$ cat src/rtl/vga_sram_pkg.sv
// Shared definitions for the VGA display and capture paths around the async SRAM.
// Frame geometry, FSM state encodings and the {Y,X} SRAM address packing.
package vga_sram_pkg;

  localparam int H_ACT = 640;
  localparam int V_ACT = 480;

  typedef enum logic [1:0] {
    C_IDLE,
    C_WAIT_SOF,
    C_CAPTURE,
    C_DRAIN
  } cap_state_t;

  typedef enum logic [2:0] {
    W_IDLE,
    W_REQ,
    W_SETUP,
    W_STROBE,
    W_HOLD
  } wr_state_t;

  function automatic logic [19:0] pack_addr(input logic [9:0] y, input logic [9:0] x);
    return {y, x};
  endfunction

endpackage

$ cat src/rtl/sram_frame_writer_fifo.sv
// Synchronous FIFO with full/empty flags; a push into a full FIFO is accepted
// only when a pop happens in the same cycle.
module sync_fifo #(
  parameter int WIDTH = 28,
  parameter int DEPTH = 16
) (
  input  logic             clk,
  input  logic             rst,
  input  logic             push,
  input  logic [WIDTH-1:0] din,
  input  logic             pop,
  output logic [WIDTH-1:0] dout,
  output logic             full,
  output logic             empty
);

  localparam int AW = $clog2(DEPTH);

  logic [WIDTH-1:0] mem_q [DEPTH];
  logic [AW-1:0]    wr_ptr_q, wr_ptr_d;
  logic [AW-1:0]    rd_ptr_q, rd_ptr_d;
  logic [AW:0]      count_q, count_d;
  logic             do_push, do_pop;

  assign empty   = (count_q == '0);
  assign full    = (count_q == (AW+1)'(DEPTH));
  assign do_pop  = pop && !empty;
  assign do_push = push && (!full || do_pop);
  assign dout    = mem_q[rd_ptr_q];

  // Pointers wrap naturally because DEPTH is a power of two.
  always_comb begin
    wr_ptr_d = do_push ? wr_ptr_q + AW'(1) : wr_ptr_q;
    rd_ptr_d = do_pop  ? rd_ptr_q + AW'(1) : rd_ptr_q;
    count_d  = count_q + (AW+1)'(do_push) - (AW+1)'(do_pop);
  end

  always_ff @(posedge clk or negedge rst) begin
    if (!rst) begin
      wr_ptr_q <= '0;
      rd_ptr_q <= '0;
      count_q  <= '0;
    end else begin
      wr_ptr_q <= wr_ptr_d;
      rd_ptr_q <= rd_ptr_d;
      count_q  <= count_d;
    end
  end

  always_ff @(posedge clk) begin
    if (do_push) mem_q[wr_ptr_q] <= din;
  end

endmodule

$ cat src/rtl/sram_frame_writer.sv
// Captures one framed 8-bit pixel stream into the async SRAM at {Y,X}, using
// 3-cycle write cycles on the shared bus only while the arbiter grants it.
module sram_frame_writer
  import vga_sram_pkg::*;
#(
  parameter int FIFO_DEPTH = 16,
  parameter int BURST_MAX  = 8
) (
  input  logic        clk,
  input  logic        rst,
  input  logic        start,
  input  logic        abort,
  input  logic        sof,
  input  logic        sol,
  input  logic        pix_valid,
  input  logic [7:0]  pix_data,
  output logic        bus_req,
  input  logic        bus_gnt,
  output logic [19:0] sram_addr,
  output logic [15:0] sram_dq_out,
  output logic        sram_dq_oe,
  output logic        sram_ce_n,
  output logic        sram_we_n,
  output logic        sram_oe_n,
  output logic        sram_ub_n,
  output logic        sram_lb_n,
  output logic        busy,
  output logic        done,
  output logic        overflow
);

  localparam int         BW        = $clog2(BURST_MAX + 1);
  localparam logic [9:0] H_LIM     = 10'(H_ACT);
  localparam logic [9:0] V_LIM     = 10'(V_ACT);
  localparam logic [BW-1:0] BURST_LIM = BW'(BURST_MAX);

  cap_state_t     cap_q, cap_d;
  wr_state_t      wr_q, wr_d;
  logic [9:0]     x_q, x_d, y_q, y_d;
  logic [9:0]     x_eff, y_eff;
  logic           overflow_q, overflow_d;
  logic           done_q, done_d;
  logic [19:0]    addr_q, addr_d;
  logic [7:0]     data_q, data_d;
  logic [BW-1:0]  burst_q, burst_d;
  logic           holdoff_q, holdoff_d;
  logic           push, pop, full, empty;
  logic [27:0]    fifo_din, fifo_dout;

  sync_fifo #(
    .WIDTH (28),
    .DEPTH (FIFO_DEPTH)
  ) u_fifo (
    .clk   (clk),
    .rst   (rst),
    .push  (push),
    .din   (fifo_din),
    .pop   (pop),
    .dout  (fifo_dout),
    .full  (full),
    .empty (empty)
  );

  always_ff @(posedge clk or negedge rst) begin
    if (!rst) begin
      cap_q      <= C_IDLE;
      wr_q       <= W_IDLE;
      x_q        <= '0;
      y_q        <= '0;
      overflow_q <= 1'b0;
      done_q     <= 1'b0;
      addr_q     <= '0;
      data_q     <= '0;
      burst_q    <= '0;
      holdoff_q  <= 1'b0;
    end else begin
      cap_q      <= cap_d;
      wr_q       <= wr_d;
      x_q        <= x_d;
      y_q        <= y_d;
      overflow_q <= overflow_d;
      done_q     <= done_d;
      addr_q     <= addr_d;
      data_q     <= data_d;
      burst_q    <= burst_d;
      holdoff_q  <= holdoff_d;
    end
  end

  // sol is applied before a same-cycle pixel, so that pixel lands at X=0 of the new line.
  always_comb begin
    x_eff      = sol ? 10'd0 : x_q;
    y_eff      = (sol && (y_q < V_LIM)) ? y_q + 10'd1 : y_q;
    cap_d      = cap_q;
    x_d        = x_q;
    y_d        = y_q;
    overflow_d = overflow_q;
    done_d     = 1'b0;
    push       = 1'b0;
    fifo_din   = {pack_addr(y_eff, x_eff), pix_data};
    unique case (cap_q)
      C_IDLE: begin
        if (start) begin
          cap_d      = C_WAIT_SOF;
          overflow_d = 1'b0;
        end
      end
      C_WAIT_SOF: begin
        if (abort) begin
          cap_d = C_IDLE;
        end else if (sof) begin
          cap_d = C_CAPTURE;
          x_d   = '0;
          y_d   = '0;
        end
      end
      C_CAPTURE: begin
        if (sof || abort) begin
          cap_d = C_DRAIN;
        end else begin
          x_d = x_eff;
          y_d = y_eff;
          if (pix_valid) begin
            if (x_eff < H_LIM) x_d = x_eff + 10'd1;
            if ((x_eff < H_LIM) && (y_eff < V_LIM)) begin
              if (full && !pop) overflow_d = 1'b1;
              else push = 1'b1;
            end
          end
        end
      end
      C_DRAIN: begin
        if (empty && (wr_q == W_IDLE)) begin
          cap_d  = C_IDLE;
          done_d = 1'b1;
        end
      end
      default: cap_d = C_IDLE;
    endcase
  end

  // A burst that hit BURST_MAX leaves holdoff set so W_IDLE skips one request cycle.
  always_comb begin
    wr_d      = wr_q;
    pop       = 1'b0;
    addr_d    = addr_q;
    data_d    = data_q;
    burst_d   = burst_q;
    holdoff_d = holdoff_q;
    unique case (wr_q)
      W_IDLE: begin
        if (holdoff_q) holdoff_d = 1'b0;
        else if (!empty) wr_d = W_REQ;
      end
      W_REQ: begin
        if (bus_gnt) begin
          pop     = 1'b1;
          burst_d = BW'(1);
          wr_d    = W_SETUP;
        end
      end
      W_SETUP:  wr_d = W_STROBE;
      W_STROBE: wr_d = W_HOLD;
      W_HOLD: begin
        if (!empty && (burst_q < BURST_LIM)) begin
          pop     = 1'b1;
          burst_d = burst_q + BW'(1);
          wr_d    = W_SETUP;
        end else begin
          wr_d      = W_IDLE;
          holdoff_d = (burst_q == BURST_LIM);
        end
      end
      default: wr_d = W_IDLE;
    endcase
    if (pop) begin
      addr_d = fifo_dout[27:8];
      data_d = fifo_dout[7:0];
    end
  end

  always_comb begin
    bus_req    = 1'b0;
    sram_ce_n  = 1'b1;
    sram_we_n  = 1'b1;
    sram_dq_oe = 1'b0;
    unique case (wr_q)
      W_REQ: bus_req = 1'b1;
      W_SETUP, W_HOLD: begin
        bus_req    = 1'b1;
        sram_ce_n  = 1'b0;
        sram_dq_oe = 1'b1;
      end
      W_STROBE: begin
        bus_req    = 1'b1;
        sram_ce_n  = 1'b0;
        sram_we_n  = 1'b0;
        sram_dq_oe = 1'b1;
      end
      default: ;
    endcase
  end

  assign sram_addr   = addr_q;
  assign sram_dq_out = {8'h00, data_q};
  assign sram_oe_n   = 1'b1;
  assign sram_ub_n   = 1'b1;
  assign sram_lb_n   = 1'b0;
  assign busy        = (cap_q != C_IDLE);
  assign done        = done_q;
  assign overflow    = overflow_q;

endmodule

$ cat config.mk
export PLATFORM = sky130hd
export DESIGN_NAME = sram_frame_writer
export DESIGN_NICKNAME = d
export VERILOG_FILES = /design/src/rtl/vga_sram_pkg.sv /design/src/rtl/sram_frame_writer_fifo.sv /design/src/rtl/sram_frame_writer.sv
export SDC_FILE = /design/constraint.sdc
export NUM_CORES = 1
export LEC_CHECK = 0
export ABC_AREA = 1
export CAP_MARGIN = 20
export CORE_MARGIN = 4
export CORE_UTILIZATION = 23
export CTS_CLUSTER_DIAMETER = 60
export DETAILED_ROUTE_END_ITERATION = 8
export SYNTH_ARGS = -nofsm -noshare
export SYNTH_HDL_FRONTEND = slang
export SYNTH_SLANG_ARGS = --single-unit
$ cat constraint.sdc
create_clock -name clk -period 3.9 [get_ports clk]
set_input_delay 0.78 -clock clk [delete_from_list [all_inputs] [get_ports clk]]
set_output_delay 0.78 -clock clk [all_outputs]
set_load 0.03 [all_outputs]
==> report_table.html, run 1 <==
<table>
<tr><th>Metric</th><th>Value</th></tr>
<tr><th colspan="2">Status</th></tr>
<tr><td>Status</td><td>finished, final reports clean</td></tr>
<tr><th colspan="2">Detailed routing</th></tr>
<tr><td>Pre-Repair DR Iteration Count</td><td>6</td></tr>
<tr><td>Final WL</td><td>55.0 mm</td></tr>
<tr><td>First DRT Iteration DRCs</td><td>1233</td></tr>
<tr><td>Drc violations</td><td>0</td></tr>
<tr><td>Residual antenna-violating net count after detailed routing</td><td>0</td></tr>
<tr><td>Total number of vias</td><td>13600</td></tr>
<tr><td>DR WL/cell</td><td>18.8 um</td></tr>
<tr><td>Average vias per placed instance</td><td>4.65</td></tr>
<tr><th colspan="2">Floorplan</th></tr>
<tr><td>Total die area</td><td>0.0961 mm2</td></tr>
<tr><td>Core ar.</td><td>0.0903 mm2</td></tr>
<tr><td># IOs</td><td>62</td></tr>
<tr><td>Die span in y</td><td>310 um</td></tr>
<tr><td>Starting density of the core</td><td>23.2%</td></tr>
<tr><td>Core Rows</td><td>110</td></tr>
<tr><td>Die boundary width</td><td>310 um</td></tr>
<tr><th colspan="2">STA</th></tr>
<tr><td>Final worst path period share</td><td>80.1%</td></tr>
<tr><td>Setup violators final</td><td>0</td></tr>
<tr><td>Setup tns final</td><td>0 ns</td></tr>
<tr><td>Max-slew violations</td><td>0</td></tr>
<tr><td>RSZ-0062 raised after global routing</td><td>no</td></tr>
<tr><td>Achievable frequency</td><td>320 MHz</td></tr>
<tr><td>Tightest Pin Transition</td><td>1.02 ns</td></tr>
<tr><td>Final worst path period need</td><td>3.12 ns</td></tr>
<tr><td>Final Skew</td><td>0.0279 ns</td></tr>
<tr><td>Headroom to the max-slew limit</td><td>31.7%</td></tr>
<tr><td>Final hold viol count</td><td>0</td></tr>
<tr><th colspan="2">Clock network</th></tr>
<tr><td>Max Buffers Root-to-Sink</td><td>3</td></tr>
<tr><td>Clock tree from TritonCTS</td><td>yes</td></tr>
<tr><td>Root buf cell</td><td>clkbuf_16</td></tr>
<tr><td>H-Tree Depth</td><td>2</td></tr>
<tr><td>Sink Count</td><td>521</td></tr>
<tr><td>Source-to-sink clock delay at the later pin of the worst-skew pair</td><td>0.61 ns</td></tr>
<tr><td>TritonCTS Buffers</td><td>51</td></tr>
<tr><td>Clock-pin slew reported for the worst setup and hold paths after clock tree synthesis</td><td>0.06 ns</td></tr>
<tr><td>Count of instances resized after the clock tree is built</td><td>0</td></tr>
<tr><td>Cts-stage hold buffer count</td><td>0</td></tr>
<tr><td>Number of setup buffers added after CTS</td><td>0</td></tr>
<tr><th colspan="2">Global routing</th></tr>
<tr><td>Overall Global Routing Usage</td><td>11.2%</td></tr>
<tr><td>Met3 Use GR</td><td>2.63%</td></tr>
<tr><td>Final global-route overflow total</td><td>0</td></tr>
<tr><td>Grt met2 use</td><td>17.4%</td></tr>
<tr><td>Vias in the first global route</td><td>13300</td></tr>
<tr><td>Maximum number of pins on one net before global-route repair</td><td>227</td></tr>
<tr><td>First-pass GRT wire length</td><td>82.9 mm</td></tr>
<tr><td>Global routing's busiest layer</td><td>met2</td></tr>
<tr><td>Initial antenna violation count</td><td>0</td></tr>
<tr><td>Global routing usage on met1</td><td>16.1%</td></tr>
<tr><th colspan="2">Job</th></tr>
<tr><td>Number of maximum-capacitance violations</td><td>0</td></tr>
<tr><th colspan="2">Synthesis</th></tr>
<tr><td>Yosys top cell by area</td><td>edfxtp_1</td></tr>
<tr><td>Sequential-to-total area share from yosys stat</td><td>72.9%</td></tr>
<tr><td>Area share of the leading cell type in the synthesized netlist</td><td>64.1%</td></tr>
<tr><td>Count of distinct cell types in the synthesized netlist</td><td>42</td></tr>
<tr><td>Cell types occupying the most area after synthesis</td><td>edfxtp_1 64%, dfrtp_1 8.7%, o21ai_0 6.0%</td></tr>
<tr><td>Cell area after synthesis</td><td>0.0210 mm2</td></tr>
<tr><td>Avg Cell Area, Syn</td><td>12.8 um2</td></tr>
<tr><td>#FFs+latches synth</td><td>521</td></tr>
<tr><td>Number of instances in the synthesized netlist</td><td>1643</td></tr>
<tr><td>Yosys warns</td><td>0</td></tr>
<tr><th colspan="2">Cells and area</th></tr>
<tr><td>Synthesis-to-finish area growth</td><td>19.2%</td></tr>
<tr><td>Most frequent cells in the layout</td><td>448 x edfxtp_1, 300 x nor2_1, 250 x o21ai_0</td></tr>
<tr><td>NumNets Final</td><td>1733</td></tr>
<tr><td>Most frequent standard cell in the layout excluding fill and tap cells</td><td>edfxtp_1</td></tr>
<tr><td>Proportion of layout cells with a drive suffix above 1</td><td>10.5%</td></tr>
<tr><td>Antenna diode count</td><td>0</td></tr>
<tr><th colspan="2">Setup path</th></tr>
<tr><td>Highest net fanout along the worst path</td><td>5</td></tr>
<tr><td>Startpoint class of the critical path</td><td>register</td></tr>
<tr><td>Critical path class</td><td>register to output port</td></tr>
<tr><td>Source of the worst register-to-register timing path</td><td>u_fifo.count_q[3]$_DFF_PN0_</td></tr>
<tr><td>Required time of the critical path</td><td>3.12 ns</td></tr>
<tr><td>Endpoint arrival time on the critical path</td><td>2.34 ns</td></tr>
<tr><td>Length in cells of the worst reg-to-reg path</td><td>15</td></tr>
<tr><td>Crit end category</td><td>output port</td></tr>
<tr><td>Reg-to-Reg End</td><td>u_fifo.count_q[4]$_DFF_PN0_</td></tr>
<tr><td>Worst R2R Setup Slack</td><td>0.89 ns</td></tr>
<tr><th colspan="2">Pwr</th></tr>
<tr><td>Leak</td><td>8.28 nW</td></tr>
<tr><td>Cell Pwr Density</td><td>701 mW/mm2</td></tr>
<tr><td>IR drop worst, VDD</td><td>628 uV</td></tr>
<tr><td>Total Power Consumption</td><td>17.5 mW</td></tr>
<tr><th colspan="2">Min path</th></tr>
<tr><td>Worst hold path class</td><td>input port to async pin</td></tr>
<tr><th colspan="2">Placement</th></tr>
<tr><td>HPWL reported at the end of detailed placement</td><td>34.0 mm</td></tr>
<tr><td>Port buffer count</td><td>50</td></tr>
<tr><td>Placer's final routability congestion estimate</td><td>0.845</td></tr>
</table>
## through the flow
stage	hold slack, ns	instance area (um2)	util (%)	setup slack, ns	std cells
6_report	0.0840	25000	27.7	0.776	2920
5_1_grt	0.0854	25000	27.7	0.646	2920
4_1_cts	0.389	25000	27.7	0.732	2919
3_5_place_dp	0.479	23200	25.7	0.249	2823
3_3_place_gp	0.466	23200	25.7	0.357	2823
2_1_floorplan	0.442	21000	-	0.363	1652
## layout make-up
class | instances | area (um2)
clock buffer | 61 | 1340
clock inverter | 35 | 413
fill | 9100 | 65300
inverter | 72 | 275
multi-input combinational | 945 | 5050
sequential | 521 | 15300
tap | 1176 | 1470
timing repair buffer | 110 | 1170
## cells in the mapped netlist (all sizes together)
library cell / number
nor4: 2
nor3: 8
o311ai: 2
a21oi: 12
a221oi: 1
nor2: 321
a211oi: 1
xor2: 12
nand2: 79
dfrtp: 73
o22ai: 38
o21ai: 257
ha: 15
fa: 1
or2: 1
o221ai: 86
clkbuf: 68
conb: 2
edfxtp: 448
nand4: 7
buf: 46
nand3: 60
nand3b: 1
a31oi: 27
inv: 72
a22o: 2
xnor2: 1
## logic make-up (layout without fill, tap and decap cells)
group                      Yosys count  after routing  share of synthesized area (%)
AOI/OAI and AO/OA                  426            426                           12.2
xor gates and xnor gates            13             13                          0.579
adders and majority gates           16             16                          0.990
buffers and inverters              186            278                           3.79
DFF                                521            521                           72.9
other                                2             11                         0.0358
and+or+nand+nor                    479            479                           9.56
## routing by layer
metal  up-vias  part of all wire, %
met1      6808                   45
li1       6150                    -
met4         0                  1.8
met2       549                   45
met5         -                    0
met3        85                  8.6
## flip-flops by register name, indices dropped and copies added (netlist names), named ones only
signal	count
u_fifo.mem_q	448
sram_addr	20
x_q	10
y_q	10
data_q	8
u_fifo.count_q	5
burst_q	4
u_fifo.rd_ptr_q	4
u_fifo.wr_ptr_q	4
wr_q	3
cap_q	1
done	1
holdoff_q	1
overflow	1
## how the worst max path moves through the flow
stage / from / end / slack [ns] / cells past startpoint
6_report: wr_q[1]$_DFFE_PN0P_ / bus_req / 0.78 / 5
5_1_grt: wr_q[1]$_DFFE_PN0P_ / bus_req / 0.65 / 5
4_1_cts: wr_q[1]$_DFFE_PN0P_ / bus_req / 0.73 / 5
3_5_place_dp: sol / u_fifo.mem_q[7][14]$_DFFE_PP_ / 0.25 / 12
3_3_place_gp: sol / u_fifo.mem_q[11][4]$_DFFE_PP_ / 0.36 / 12
2_1_floorplan: sol / u_fifo.mem_q[0][0]$_DFFE_PP_ / 0.36 / 12
## power breakdown
part	switching, mW	leakage (nW)	total (mW)	internal [mW]
sequential	0.282	4.97	6.72	6.44
combinational	4.04	2.46	5.73	1.69
clock	2.13	0.846	5.07	2.94
total	6.45	8.28	17.5	11.1
## critical path, stage by stage (launching register included)
cell and delay, ns:
dfrtp_1 0.45, nor3_4 0.28, inv_1 0.09, nand2_1 0.13, or2_2 0.14, clkdlybuf4s50_1 0.67
Note: power is estimated with default switching activity, not from simulation.
==> inputs of run 2 (changes only) <==
==> constraint.sdc (replaced) <==
create_clock -name clk -period 2.8 [get_ports clk]
set_input_delay 0.56 -clock clk [delete_from_list [all_inputs] [get_ports clk]]
set_output_delay 0.56 -clock clk [all_outputs]
set_load 0.03 [all_outputs]
==> report_table.html, run 2 (synthesis gave the netlist of run 1 again) <==
<table>
<tr><th>Metric</th><th>Value</th></tr>
<tr><th colspan="2">Clock network</th></tr>
<tr><td>TritonCTS Buffers</td><td>52 (+2.0%)</td></tr>
<tr><td>Clock tree from TritonCTS</td><td>yes</td></tr>
<tr><td>Sink Count</td><td>521 (unchanged)</td></tr>
<tr><td>Root buf cell</td><td>clkbuf_16</td></tr>
<tr><td>Max Buffers Root-to-Sink</td><td>3 (unchanged)</td></tr>
<tr><td>Source-to-sink clock delay at the later pin of the worst-skew pair</td><td>0.62 ns (about the same)</td></tr>
<tr><td>Clock-pin slew reported for the worst setup and hold paths after clock tree synthesis</td><td>0.06 ns (about the same)</td></tr>
<tr><td>H-Tree Depth</td><td>2 (unchanged)</td></tr>
<tr><td>Cts-stage hold buffer count</td><td>0 (unchanged)</td></tr>
<tr><th colspan="2">Floorplan</th></tr>
<tr><td>Starting density of the core</td><td>23.2% (unchanged)</td></tr>
<tr><td>Die span in y</td><td>310 um (unchanged)</td></tr>
<tr><td># IOs</td><td>62 (unchanged)</td></tr>
<tr><td>Core Rows</td><td>110 (unchanged)</td></tr>
<tr><td>Core ar.</td><td>0.0903 mm2 (unchanged)</td></tr>
<tr><td>Die boundary width</td><td>310 um (unchanged)</td></tr>
<tr><td>Total die area</td><td>0.0961 mm2 (unchanged)</td></tr>
<tr><th colspan="2">STA</th></tr>
<tr><td>Headroom to the max-slew limit</td><td>49.6% (+18 points)</td></tr>
<tr><td>Tightest Pin Transition</td><td>0.754 ns (-0.270 ns)</td></tr>
<tr><td>Achievable frequency</td><td>382 MHz</td></tr>
<tr><td>Final Skew</td><td>0.0269 ns (-0.00102 ns)</td></tr>
<tr><td>Final worst path period share</td><td>93.6%</td></tr>
<tr><td>Final hold viol count</td><td>0 (unchanged)</td></tr>
<tr><td>Final WS setup</td><td>0.180 ns (-0.597 ns)</td></tr>
<tr><td>RSZ-0062 raised after global routing</td><td>no</td></tr>
<tr><td>Final worst path period need</td><td>2.62 ns</td></tr>
<tr><td>Setup violators final</td><td>0 (unchanged)</td></tr>
<tr><td>WHS</td><td>0.00580 ns (-0.0782 ns)</td></tr>
<tr><td>Max-slew violations</td><td>0 (unchanged)</td></tr>
<tr><th colspan="2">Placement</th></tr>
<tr><td>HPWL reported at the end of detailed placement</td><td>34.5 mm (+1.5%)</td></tr>
<tr><td>Placer's final routability congestion estimate</td><td>0.866 (+2.4%)</td></tr>
<tr><td>Port buffer count</td><td>50 (unchanged)</td></tr>
<tr><td>Placed Area</td><td>0.0237 mm2 (+2.2%)</td></tr>
<tr><td>Minimum setup slack after placement</td><td>-0.270 ns (-0.519 ns)</td></tr>
<tr><th colspan="2">Cells and area</th></tr>
<tr><td>Max FFs per register</td><td>448 (unchanged)</td></tr>
<tr><td>Synthesis-to-finish area growth</td><td>22.1%</td></tr>
<tr><td>Proportion of layout cells with a drive suffix above 1</td><td>12.7% (+2.2 points)</td></tr>
<tr><td>NumNets Final</td><td>1770 (+2.1%)</td></tr>
<tr><td>Most frequent cells in the layout</td><td>448 x edfxtp_1, 300 x nor2_1, 249 x o21ai_0</td></tr>
<tr><td>Most frequent standard cell in the layout excluding fill and tap cells</td><td>edfxtp_1</td></tr>
<tr><td>Largest reg by FF count</td><td>u_fifo.mem_q</td></tr>
<tr><td>Fin area</td><td>0.0256 mm2 (+2.4%)</td></tr>
<tr><td>Final cell utilization of the core</td><td>28.4% (+0.67 points)</td></tr>
<tr><td>Fill count</td><td>9087 (-0.14%)</td></tr>
<tr><th colspan="2">Setup path</th></tr>
<tr><td>Critical Path Start</td><td>y_q[1]$_DFFE_PN0P_</td></tr>
<tr><td>Critical path buffers and inverters</td><td>3 (+1)</td></tr>
<tr><td>Critical Path, Cell by Cell</td><td>ha_1, nand3_1, nor2_1, nand2_1, nand2_1, nand2_2, nand4_2, nand2_2, nor2_4, buf_4, nand2_1, buf_12, nor2_4, buf_12</td></tr>
<tr><td>Worst path slowest cell</td><td>dfrtp_1</td></tr>
<tr><td>Source of the worst register-to-register timing path</td><td>y_q[1]$_DFFE_PN0P_</td></tr>
<tr><td>CP dominant cell by count</td><td>nand2_1</td></tr>
<tr><td>Required time of the critical path</td><td>3.11 ns (about the same)</td></tr>
<tr><td>Max stage delay on crit path</td><td>0.42 ns (-0.25 ns)</td></tr>
<tr><td>Startpoint class of the critical path</td><td>register</td></tr>
<tr><td>Critical path class</td><td>register to register</td></tr>
<tr><td>Highest net fanout along the worst path</td><td>20 (+15)</td></tr>
<tr><td>Crit end category</td><td>register</td></tr>
<tr><td>Gate family responsible for the most delay along the worst path</td><td>simple AND/OR/NAND/NOR gates</td></tr>
<tr><td>Endpoint arrival time on the critical path</td><td>2.93 ns (+0.59 ns)</td></tr>
<tr><th colspan="2">Pwr</th></tr>
<tr><td>Combinational cell fraction of total power</td><td>32.6% (about the same)</td></tr>
<tr><td>Total Power Consumption</td><td>24.9 mW (+42%)</td></tr>
<tr><td>Cell Pwr Density</td><td>973 mW/mm2 (+39%)</td></tr>
<tr><td>Fraction of power consumed by sequential logic</td><td>37.8% (-0.5 points)</td></tr>
<tr><td>Internal power contribution</td><td>15.9 mW (+44%)</td></tr>
<tr><td>IR drop worst, VDD</td><td>548 uV (-13%)</td></tr>
<tr><td>Clock share of power</td><td>29.6% (+0.7 points)</td></tr>
<tr><td>Switching share of power</td><td>36.1% (-0.71 points)</td></tr>
<tr><td>Reported net switching power</td><td>8.99 mW (+39%)</td></tr>
<tr><td>Leak</td><td>8.58 nW (+3.6%)</td></tr>
<tr><th colspan="2">Global routing</th></tr>
<tr><td>Final global-route overflow total</td><td>0 (unchanged)</td></tr>
<tr><td>Overall Global Routing Usage</td><td>11.0% (-0.28 points)</td></tr>
<tr><td>First-pass GRT wire length</td><td>82.3 mm (-0.72%)</td></tr>
<tr><td>Maximum number of pins on one net before global-route repair</td><td>115 (-49%)</td></tr>
<tr><td>Initial antenna violation count</td><td>1 (+1)</td></tr>
<tr><td>Vias in the first global route</td><td>13500 (+1.9%)</td></tr>
<tr><th colspan="2">Detailed routing</th></tr>
<tr><td>Met1 layer wirelength in the final routing</td><td>25.2 mm (+2.5%)</td></tr>
<tr><td>First DRT Iteration DRCs</td><td>1556 (+26%)</td></tr>
<tr><td>Total number of vias</td><td>13800 (+1.3%)</td></tr>
<tr><td>Drc violations</td><td>0 (unchanged)</td></tr>
<tr><td>DR WL/cell</td><td>18.1 um (-3.8%)</td></tr>
<tr><td>Pre-Repair DR Iteration Count</td><td>9 (+3)</td></tr>
<tr><td>Met2 WL</td><td>23.8 mm (-3.5%)</td></tr>
<tr><td>Highest Signal Layer</td><td>met4</td></tr>
<tr><td>Average vias per placed instance</td><td>4.65 (about the same)</td></tr>
<tr><td>Final WL</td><td>53.6 mm (-2.5%)</td></tr>
<tr><td>Residual antenna-violating net count after detailed routing</td><td>0 (unchanged)</td></tr>
<tr><td>Wire length on met3</td><td>3.84 mm (-19%)</td></tr>
<tr><th colspan="2">Job</th></tr>
<tr><td>Number of maximum-capacitance violations</td><td>0 (unchanged)</td></tr>
<tr><th colspan="2">Status</th></tr>
<tr><td>Status</td><td>finished, final reports clean</td></tr>
<tr><th colspan="2">Min path</th></tr>
<tr><td>Worst hold path class</td><td>input port to async pin</td></tr>
</table>
==> run 2: cell count changes in the layout (fill, tap and decap cells not counted), sizes merged <==
| cell | previous run | this run |
|---|---|---|
| diode | 0 | 1 |
| clkinv | 20 | 21 |
| clkbuf | 61 | 64 |
| clkdlybuf4s50 | 49 | 46 |
| bufinv | 7 | 8 |
| inv | 76 | 75 |
| dlymetal6s2s | 0 | 1 |
| buf | 61 | 97 |
| dlygate4sd2 | 0 | 2 |
| clkinvlp | 4 | 2 |
==> run 2: per-stage QoR <==
stage | setup TNS, ns | cells
5_1_grt | 0 | 2958
2_1_floorplan | -48.12 | 1652
3_3_place_gp | -30.99 | 2859
4_1_cts | 0 | 2957
3_5_place_dp | -29.80 | 2859
6_report | 0 | 2959
==> run 2: final cells by class <==
cell class | instances | area [um2] | share of cell area, %
Antenna cell | 1 | 2.50 | 0.00977
Clock buffer | 64 | 1430 | 5.58
Clock inverter | 34 | 405 | 1.58
Inverter | 72 | 275 | 1.08
Multi-Input combinational cell | 945 | 5060 | 19.8
Sequential cell | 521 | 15300 | 59.7
Tap cell | 1176 | 1470 | 5.75
Timing Repair Buffer | 146 | 1670 | 6.52
==> run 2: routing by layer <==
metal / up-vias / global-route usage, %
li1: 6225 / -
met1: 6907 / 16.4
met2: 572 / 16.8
met3: 64 / 1.84
met4: 0 / 2.32
met5: - / 0
==> run 2: final timing paths <==
path	endpoint	slack, ns	cells past startpoint
max reg2reg	u_fifo.mem_q[11][23]$_DFFE_PP_	0.18	14
min in group clk	overflow$_DFFE_PN0P_	0.49	2
min reg2reg	overflow$_DFFE_PN0P_	0.49	2
min	wr_q[1]$_DFFE_PN0P_	0.006	1
max	u_fifo.mem_q[11][23]$_DFFE_PP_	0.18	14
max in group asynchronous	sram_addr[2]$_DFFE_PN0N_	2.13	2
==> run 2: power groups by stage <==
stage | logic (mW) | registers, mW | clock network (mW)
final | 8.12 | 9.42 | 7.37
after floorplan | 4.70 | 9.74 | 0
after detailed placement | 8.09 | 9.59 | 0
after CTS | 8.09 | 9.43 | 7.53
after global routing | 8.88 | 9.48 | 7.87
after global placement | 7.96 | 9.57 | 0
==> run 2: what timing repair did <==
item,in CTS,in global routing
setup endpoints to repair,2,2
pin swaps,0,3
gates resized for setup,2,6
buffers inserted,0,1
